<file path="src/rtl/router_pkg.sv">
// Shared router definitions for the wormhole switch allocator.
//
// Contents:
//   NUM_PORTS          number of router ports (5)
//   PORT_NORTH..LOCAL  port index constants, also the bit order of every
//                      per-port vector in the router
//   out_state_e        per-output wormhole state (idle or locked to an owner)
//   is_onehot5()       true when exactly one of five bits is set
//   next_port()        round-robin successor of a port index, wrapping 4 -> 0
package router_pkg;

    localparam int NUM_PORTS  = 5;

    localparam int PORT_NORTH = 0;
    localparam int PORT_EAST  = 1;
    localparam int PORT_SOUTH = 2;
    localparam int PORT_WEST  = 3;
    localparam int PORT_LOCAL = 4;

    typedef enum logic {
        OUT_IDLE   = 1'b0,
        OUT_LOCKED = 1'b1
    } out_state_e;

    function automatic logic is_onehot5(input logic [4:0] v);
        return (v != 5'd0) && ((v & (v - 5'd1)) == 5'd0);
    endfunction

    function automatic logic [2:0] next_port(input logic [2:0] p);
        return (p >= 3'(PORT_LOCAL)) ? 3'(PORT_NORTH) : p + 3'd1;
    endfunction

endpackage

</file>
<file path="src/rtl/rr_pick5.sv">
// Combinational 5-way round-robin picker.
//
// Ports:
//   req  [4:0]  request vector, one bit per input port
//   ptr  [2:0]  highest-priority port index (values above 4 behave as 0)
//   gnt  [4:0]  one-hot grant of the first requester at or after ptr,
//               scanning upward and wrapping 4 -> 0; zero when req is zero
module rr_pick5
    import router_pkg::*;
(
    input  logic [4:0] req,
    input  logic [2:0] ptr,
    output logic [4:0] gnt
);

    logic [2:0] idx;
    logic       found;

    // Walk the five ports starting at the pointer and stop at the first request.
    always_comb begin
        gnt   = '0;
        found = 1'b0;
        idx   = (ptr > 3'(PORT_LOCAL)) ? 3'(PORT_NORTH) : ptr;
        for (int k = 0; k < 5; k++) begin
            if (!found && req[idx]) begin
                gnt[idx] = 1'b1;
                found    = 1'b1;
            end
            idx = next_port(idx);
        end
    end

endmodule

</file>
<file path="src/rtl/wormhole_switch_allocator.sv">
// Wormhole switch allocator for a 5-port router.
//
// Each output is either idle or locked to one input for the duration of a
// packet. Idle outputs arbitrate among head flits with a round-robin pointer;
// locked outputs pass only their owner's body/tail flits. Grants are produced
// in the same cycle as the requests.
//
// Ports:
//   clk                     single clock
//   rst                     synchronous active-high reset
//   sa_request   [4:0]      per-input flit ready
//   outport_req  [24:0]     one-hot requested output per input, [5i+4:5i]
//   is_head      [4:0]      per-input head flit flag
//   is_tail      [4:0]      per-input tail flit flag
//   valid_downstream_ports  per-output on/off flow control, 1 = on
//   sa_grant     [4:0]      per-input grant (combinational)
//   xbar_sel     [24:0]     one-hot source input per output, [5o+4:5o]
//   out_locked   [4:0]      registered per-output lock status
//   proto_error  [4:0]      registered sticky per-input protocol error
module wormhole_switch_allocator #(
    parameter int NUM_PORTS = 5
) (
    input  logic                           clk,
    input  logic                           rst,
    input  logic [NUM_PORTS-1:0]           sa_request,
    input  logic [NUM_PORTS*NUM_PORTS-1:0] outport_req,
    input  logic [NUM_PORTS-1:0]           is_head,
    input  logic [NUM_PORTS-1:0]           is_tail,
    input  logic [NUM_PORTS-1:0]           valid_downstream_ports,
    output logic [NUM_PORTS-1:0]           sa_grant,
    output logic [NUM_PORTS*NUM_PORTS-1:0] xbar_sel,
    output logic [NUM_PORTS-1:0]           out_locked,
    output logic [NUM_PORTS-1:0]           proto_error
);

    import router_pkg::*;

    // Two-dimensional vectors below are indexed [output][input].
    logic [NUM_PORTS-1:0]                req_valid;
    logic [NUM_PORTS-1:0][NUM_PORTS-1:0] req_to;
    logic [NUM_PORTS-1:0][NUM_PORTS-1:0] head_req;
    logic [NUM_PORTS-1:0][NUM_PORTS-1:0] pick_gnt;
    logic [NUM_PORTS-1:0][NUM_PORTS-1:0] out_gnt;

    out_state_e                    state_q [NUM_PORTS];
    out_state_e                    state_d [NUM_PORTS];
    logic [NUM_PORTS-1:0][2:0]     owner_q, owner_d;
    logic [NUM_PORTS-1:0][2:0]     ptr_q, ptr_d;
    logic [NUM_PORTS-1:0]          err_q, err_d;
    logic [NUM_PORTS-1:0]          locked_q, locked_d;

    // A request only counts when its output select is exactly one-hot.
    always_comb begin
        req_valid = '0;
        req_to    = '0;
        head_req  = '0;
        for (int i = 0; i < NUM_PORTS; i++) begin
            req_valid[i] = sa_request[i] && is_onehot5(outport_req[NUM_PORTS*i +: NUM_PORTS]);
        end
        for (int o = 0; o < NUM_PORTS; o++) begin
            for (int i = 0; i < NUM_PORTS; i++) begin
                req_to[o][i]   = req_valid[i] && outport_req[NUM_PORTS*i + o];
                head_req[o][i] = req_to[o][i] && is_head[i];
            end
        end
    end

    for (genvar o = 0; o < NUM_PORTS; o++) begin : g_pick
        rr_pick5 u_pick (
            .req (head_req[o]),
            .ptr (ptr_q[o]),
            .gnt (pick_gnt[o])
        );
    end

    // Per-output grant decision, next lock state and protocol error detection.
    // Errors are flagged regardless of flow control since they describe the
    // flit stream itself, not whether it could move this cycle.
    always_comb begin
        out_gnt = '0;
        owner_d = owner_q;
        ptr_d   = ptr_q;
        err_d   = err_q;
        for (int o = 0; o < NUM_PORTS; o++) begin
            state_d[o] = state_q[o];
        end

        for (int i = 0; i < NUM_PORTS; i++) begin
            if (sa_request[i] && !req_valid[i]) begin
                err_d[i] = 1'b1;
            end
        end

        for (int o = 0; o < NUM_PORTS; o++) begin
            if (state_q[o] == OUT_IDLE) begin
                for (int i = 0; i < NUM_PORTS; i++) begin
                    if (req_to[o][i] && !is_head[i]) begin
                        err_d[i] = 1'b1;
                    end
                end
                if (valid_downstream_ports[o]) begin
                    out_gnt[o] = pick_gnt[o];
                end
                for (int i = 0; i < NUM_PORTS; i++) begin
                    if (out_gnt[o][i]) begin
                        ptr_d[o] = next_port(3'(i));
                        if (!is_tail[i]) begin
                            state_d[o] = OUT_LOCKED;
                            owner_d[o] = 3'(i);
                        end
                    end
                end
            end else begin
                if (req_to[o][owner_q[o]]) begin
                    if (is_head[owner_q[o]]) begin
                        err_d[owner_q[o]] = 1'b1;
                    end else if (valid_downstream_ports[o]) begin
                        out_gnt[o][owner_q[o]] = 1'b1;
                        if (is_tail[owner_q[o]]) begin
                            state_d[o] = OUT_IDLE;
                        end
                    end
                end
            end
        end

        if (rst) begin
            out_gnt = '0;
        end

        for (int o = 0; o < NUM_PORTS; o++) begin
            locked_d[o] = (state_d[o] == OUT_LOCKED);
        end
    end

    // Each input targets a single output, so OR-ing the per-output grants
    // never gives an input more than one grant.
    always_comb begin
        sa_grant = '0;
        xbar_sel = '0;
        for (int o = 0; o < NUM_PORTS; o++) begin
            sa_grant = sa_grant | out_gnt[o];
            xbar_sel[NUM_PORTS*o +: NUM_PORTS] = out_gnt[o];
        end
    end

    always_ff @(posedge clk) begin
        if (rst) begin
            for (int o = 0; o < NUM_PORTS; o++) begin
                state_q[o] <= OUT_IDLE;
            end
            owner_q  <= '0;
            ptr_q    <= '0;
            err_q    <= '0;
            locked_q <= '0;
        end else begin
            for (int o = 0; o < NUM_PORTS; o++) begin
                state_q[o] <= state_d[o];
            end
            owner_q  <= owner_d;
            ptr_q    <= ptr_d;
            err_q    <= err_d;
            locked_q <= locked_d;
        end
    end

    assign out_locked  = locked_q;
    assign proto_error = err_q;

endmodule

</file>
<file path="config.mk">
export PLATFORM = sky130hd
export DESIGN_NAME = wormhole_switch_allocator
export DESIGN_NICKNAME = d
export VERILOG_FILES = /design/src/rtl/router_pkg.sv /design/src/rtl/rr_pick5.sv /design/src/rtl/wormhole_switch_allocator.sv
export SDC_FILE = /design/constraint.sdc
export NUM_CORES = 1
export LEC_CHECK = 0
export ABC_CLOCK_PERIOD_IN_PS = 7300
export CAP_MARGIN = 20
export CORE_MARGIN = 1.5
export CORE_UTILIZATION = 30
export DETAILED_ROUTE_END_ITERATION = 12
export PLACE_DENSITY_LB_ADDON = 0.2
export SYNTH_ARGS = -nofsm -noshare
export SYNTH_HDL_FRONTEND = slang
export SYNTH_HIERARCHICAL = 1
export SYNTH_SLANG_ARGS = --single-unit
</file>
<file path="constraint.sdc">
create_clock -name clk -period 7.3 [get_ports clk]
set_clock_uncertainty 0.05 [all_clocks]
set_input_delay 1.46 -clock clk [delete_from_list [all_inputs] [get_ports clk]]
set_output_delay 1.46 -clock clk [all_outputs]
set_load 0.1 [all_outputs]
</file>
* Word level (Yosys, flattened, before mapping)
Memories as Yosys holds them, arrays and structs flattened. Index checks and enable logic that the tools add are counted.
Operators by class: bitwise gates (word level) 44, $lt $le $gt $ge 85, reductions and logical operators 190, add/subtract/negate cells 25, multiplexer cells 450
Operators with widths (number):
- 2-to-1 mux 5 bit | 70
- 2-to-1 mux 3 bit | 105
- 2-to-1 mux 1 bit | 204
- OR 5 bit | 29
- logical AND 1 bit | 140
- binary-select mux 1 bit (select 3 bit) | 40
- < comparator 3 x 4 -> 1 bit, second input constant | 30
- demux 1 bit (select 3 bit) | 30
- >= comparator 3 x 1 -> 1 bit, second input constant | 30
- adder 3 x 1 -> 3 bit, second input constant | 20
- >= comparator 3 bit, second input constant | 20
- nonzero test 5 bit | 10
- zero test 1 bit | 30
- AND 5 bit | 5
- zero test 5 bit | 5
- 2-to-1 mux 25 bit | 1
- subtractor 5 x 1 -> 5 bit, second input constant | 5
- greater-than comparator 3 bit, second input constant | 5
- AND reduction 2 bit | 5
- inverter 1 bit | 5
- OR 1 bit | 5
Word-level totals: register bits after elaboration 40, output and inout bits 40, memories kept 1, input port bits 47, RAM bits 5
Memory list:
- state_q | words 5, width 1, rd ports 5, clocked after Yosys merged registers in 0, write ports 5, RTL line wormhole_switch_allocator.sv:45 | out_state_e state_q [NUM_PORTS];

* Depth between registers and ports, before layout
depth in word-level cells 36, gate-level depth with buffers 19, depth with buffers taken out 17

* Hierarchy
The synthesis kept the hierarchy.
By module, submodules not included:
- wormhole_switch_allocator | sequential area each 800.8 sq um, area each 4720.8 sq um, cells each 696, instances 1
- rr_pick5 at g_pick[0].u_pick ... | sequential area each 0.0 sq um, area each 864.6 sq um, cells each 116, instances 4
- rr_pick5 at g_pick[4].u_pick | sequential area each 0.0 sq um, area each 849.6 sq um, cells each 124, instances 1

* Worst setup path after synthesis
Ideal clock, no wire load.
path kind input -> output, start input port outport_req[18], end output port sa_grant[3], path buffers 1, data required time 5.790 ns, stages 16, arrival 6.446 ns, slack -0.656 ns, cells stage by stage clkbuf_1 nor4b_1 a22oi_1 nand2_1 and3_1 nor2b_1 a2111oi_2 o31ai_1 nand2_1 nor4_1 a31oi_1 nand4_1 nand2_1 a21oi_1 a311o_1 or4_1
RTL lines:
- from (decl) | RTL line wormhole_switch_allocator.sv:26 | input logic [NUM_PORTS*NUM_PORTS-1:0] outport_req,
- to (decl) | RTL line wormhole_switch_allocator.sv:30 | output logic [NUM_PORTS-1:0] sa_grant,

==> Implementation_results.wiki <==
{| class="wikitable"
! Metric !! Value
|-
| Status || finished clean
|-
| Total count of hold-check failures in the final report || 0
|-
| Max H-tree Level || 2
|-
| Sequential standard cell area || ~800 um2
|-
| Initial antenna violation count || 0
|-
| Most used cells in the layout excluding fill and tap cells || sky130_fd_sc_hd__nor2_1 (124), sky130_fd_sc_hd__buf_4 (121), sky130_fd_sc_hd__nand2_1 (97)
|-
| Netlist Area Pre-Place || 0.009029 mm2
|-
| Clock tree from TritonCTS || built
|-
| Detailed placer's ending HPWL || 29180 um
|-
| Layout Nets || 1466
|-
| Final setup violation count || 0
|-
| Final RePlAce weighted congestion || 0.9717
|-
| Layout Cell Area excl Fill || 0.01135 mm2
|-
| Sort of element at the start of the critical path || input port
|-
| IR drop worst, VDD || 299.8 uV
|-
| Largest net degree at the start of global routing || 51
|-
| Post-DRT Antenna Nets || 0
|-
| Combined area of the multi-input logic cells || roughly 0.0076 mm2
|-
| Reg2reg setup slack || about 2600 ps
|-
| Share of the clock period used by the worst path after layout || 0.9785
|-
| Largest cells by area after synthesis || sky130_fd_sc_hd__dfxtp_1 (8.9%), sky130_fd_sc_hd__nor2_1 (5.2%), sky130_fd_sc_hd__mux2i_1 (4.3%), sky130_fd_sc_hd__a21oi_1 (4.2%), sky130_fd_sc_hd__nand2_1 (4.1%)
|-
| Port bufs || 86
|-
| Die Y || ~180 um
|-
| R2r startpoint || ptr_q[14]
|-
| Yosys top cell by area || sky130_fd_sc_hd__dfxtp_1
|-
| Post-route setup TNS || 0 ps
|-
| Total GRT Usage || 0.2361
|-
| Share of final-layout standard cells stronger than drive strength 1 || 0.2001
|-
| Share of synthesized flip-flops with an asynchronous set or reset || 0
|-
| Vias in the first global route || 10240
|-
| Worst Path Arrival || 5630 ps
|-
| Reported max-cap violation count || 0
|-
| Number of standard cells in the final layout excluding fillers || about 1800
|-
| Sequential share of the synthesized area || 0.08869
|-
| Kind of path behind the tightest hold check || reg -> reg
|-
| Minimum period implied by the final worst setup slack || 7143 ps
|-
| Net count after synthesis || 1346
|-
| Hold-fix buffers, CTS || 0
|-
| Number of clock sinks || 40
|-
| Clock buffer depth || 2
|-
| Critical path peak fanout || 7
|-
| Setup repair after global routing missed its margin || true
|-
| Leading register cell type out of synthesis || sky130_fd_sc_hd__dfxtp_1
|-
| Slew of the pin with the lowest slew margin || 982.8 ps
|-
| Reported leakage power || 3.999 nW
|-
| Instance area at placement || 0.01112 mm2
|-
| Endpoint type of the worst setup path || output port
|-
| Yosys top cell area share || 0.08869
|-
| Count of warnings emitted by yosys || 6
|-
| Average routed wire per standard cell || around 21 um
|-
| Initial core utilization || 0.3046
|-
| Final number of max-transition violations || 0
|-
| Source-to-sink clock delay at the later pin of the worst-skew pair || 310 ps
|-
| Via count || 11000
|-
| Via density per instance || 6.131
|-
| Die X-Extent || 176.5 um
|-
| Number of enable-type register cells in the synthesized netlist || 0
|-
| Area of the core || 0.02964 mm2
|-
| Drt initial violations || 1570
|-
| Root cell of the clock tree || sky130_fd_sc_hd__clkbuf_16
|-
| Number of buffers created by CTS || 5
|-
| Io pins || 87
|-
| DP Cell Count || 1786
|-
| Unique cell type count in the Yosys netlist || 111
|-
| Flop and latch count out of synthesis || 40
|-
| Startpoint of the most critical hold path || ptr_q[12]
|-
| Total power per unit cell area || 233.1 mW/mm2
|-
| Drt total wl || 38000 um
|-
| Remaining design rule violation count || 0
|-
| Post-route total power || 0.002646 W
|-
| Overall overflow remaining after global route || 0
|-
| ANT cells || 0
|-
| Detailed-router iteration count before antenna repair || 5
|-
| Layout overhead on the synthesized area || 25.71%
|-
| Worst relative slew slack || 0.3428
|-
| Global-route wire length before repair || between 50000 and 60000 um
|-
| Instance count of the mapped netlist || ~1300
|-
| Fill cell total of the finished layout || 3148
|-
| Maximum clock frequency || 140.0 MHz
|-
| Leading cell type in the layout, fill and taps excluded || sky130_fd_sc_hd__nor2_1
|-
| Area of the die || approximately 0.031 mm2
|-
| Clock-pin slew on the worst setup and hold paths || 70 ps
|-
| Critical path origin || outport_req[20]
|-
| Required @ worst endpoint || 5790 ps
|-
| Number of placement rows || 63
|-
| Average cell area after synthesis || between 7 and 8 um2
|-
| Worst Setup Path Type || in -> out
|}
through the flow:
stage          hold WS (ps)  setup slack, ps    util
3_3_place_gp          492.4            43.49  0.3753
2_1_floorplan         394.6           -66.99       -
3_5_place_dp          505.3            49.85  0.3753
6_report              528.9            156.9  0.3829
5_1_grt               569.4           -4.970  0.3829
4_1_cts               512.5            23.31  0.3799
registers in the layout, summed over array words and instances (netlist names):
name         cells
owner_q         15
ptr_q           15
out_locked       5
proto_error      5
report_power, final:
part	internal, W	switching [W]
registers	0.000262	0.000143
clock network	0.000125	0.000109
logic	0.000777	0.00123
worst max-delay path: stages:
cell and delay, ps:
sky130_fd_sc_hd__clkdlybuf4s50_1 610, sky130_fd_sc_hd__buf_4 250, sky130_fd_sc_hd__nor4_1 260, sky130_fd_sc_hd__mux2i_1 110, sky130_fd_sc_hd__nand2_1 120, sky130_fd_sc_hd__and3_1 240
sky130_fd_sc_hd__buf_4 130, sky130_fd_sc_hd__and2_1 340, sky130_fd_sc_hd__mux2i_1 150, sky130_fd_sc_hd__a21o_2 290, sky130_fd_sc_hd__o21ai_2 110, sky130_fd_sc_hd__nor4b_4 90
sky130_fd_sc_hd__nand3_1 100, sky130_fd_sc_hd__nand3_1 120, sky130_fd_sc_hd__nand2_2 130, sky130_fd_sc_hd__nand2_1 70, sky130_fd_sc_hd__a31oi_1 180, sky130_fd_sc_hd__a21bo_2 250
sky130_fd_sc_hd__a2111o_1 420, sky130_fd_sc_hd__buf_12 190
timing repair:
item / in CTS / in global routing
setup buffers: 0 / 1
gates resized for setup: 0 / 16
setup endpoints to repair: 0 / 5
cells in the mapped netlist (8+ instances only):
cell type	instances
sky130_fd_sc_hd__nor2_1	126
sky130_fd_sc_hd__nand2_1	98
sky130_fd_sc_hd__a21oi_1	75
sky130_fd_sc_hd__clkbuf_1	61
sky130_fd_sc_hd__o21ai_0	60
sky130_fd_sc_hd__inv_1	53
sky130_fd_sc_hd__nand3_1	47
sky130_fd_sc_hd__dfxtp_1	40
sky130_fd_sc_hd__mux2i_1	39
sky130_fd_sc_hd__nand2b_1	36
sky130_fd_sc_hd__nor2b_1	35
sky130_fd_sc_hd__a22oi_1	33
sky130_fd_sc_hd__nor3_1	28
sky130_fd_sc_hd__nand3b_1	27
sky130_fd_sc_hd__a32oi_1	22
sky130_fd_sc_hd__and3_1	22
sky130_fd_sc_hd__nor3b_1	20
sky130_fd_sc_hd__and2_1	19
sky130_fd_sc_hd__buf_2	17
sky130_fd_sc_hd__o211ai_1	17
sky130_fd_sc_hd__o22ai_1	17
sky130_fd_sc_hd__ha_1	15
sky130_fd_sc_hd__nor4_1	15
sky130_fd_sc_hd__nand4_1	14
sky130_fd_sc_hd__a21o_1	13
sky130_fd_sc_hd__a31oi_1	13
sky130_fd_sc_hd__o21bai_1	12
sky130_fd_sc_hd__a41oi_1	11
sky130_fd_sc_hd__or3_1	11
sky130_fd_sc_hd__a211oi_1	10
sky130_fd_sc_hd__o21a_1	10
sky130_fd_sc_hd__inv_2	9
sky130_fd_sc_hd__o2bb2ai_1	9
sky130_fd_sc_hd__o32ai_1	9
sky130_fd_sc_hd__a22o_1	8
sky130_fd_sc_hd__nor2_4	8
sky130_fd_sc_hd__o211ai_2	8
sky130_fd_sc_hd__or2_1	8
sky130_fd_sc_hd__or4b_2	8
final timing paths:
kind              cells past startpoint          end
setup / recovery                     20  sa_grant[4]
hold / removal                        2    ptr_q[12]
setup reg to reg                     16    ptr_q[12]
hold reg to reg                       2    ptr_q[12]
area by class of cell:
type	count	share of cell area
Multi-Input combinational cell	1086	0.6706
Timing Repair Buffer	208	0.1829
Sequential cell	40	0.07055
Tap cell	390	0.04299
Inverter	63	0.02084
Clock buffer	5	0.01102
Clock inverter	2	0.001102
per-layer routing:
layer / vias up / share of wire / global-route usage
li1: 5113 / - / -
met1: 5335 / 0.45 / 0.3265
met2: 486 / 0.46 / 0.3743
met3: 65 / 0.064 / 0.03252
met4: 0 / 0.028 / 0.07910
met5: - / 0 / 0
kinds of logic (layout without fill, tap and decap cells):
logic type,count (synthesis),after routing,share of synthesized area
adder cells (fa/ha/maj),15,15,0.02079
flip-flops,40,40,0.08869
multiplexers,52,52,0.06818
AO/OA/AOI/OAI,417,417,0.3412
AND/OR/NAND/NOR,593,593,0.3943
buffers and inverters,158,278,0.07816
XOR/XNOR,9,9,0.008730
No activity file was read; power rests on OpenSTA's default activity.
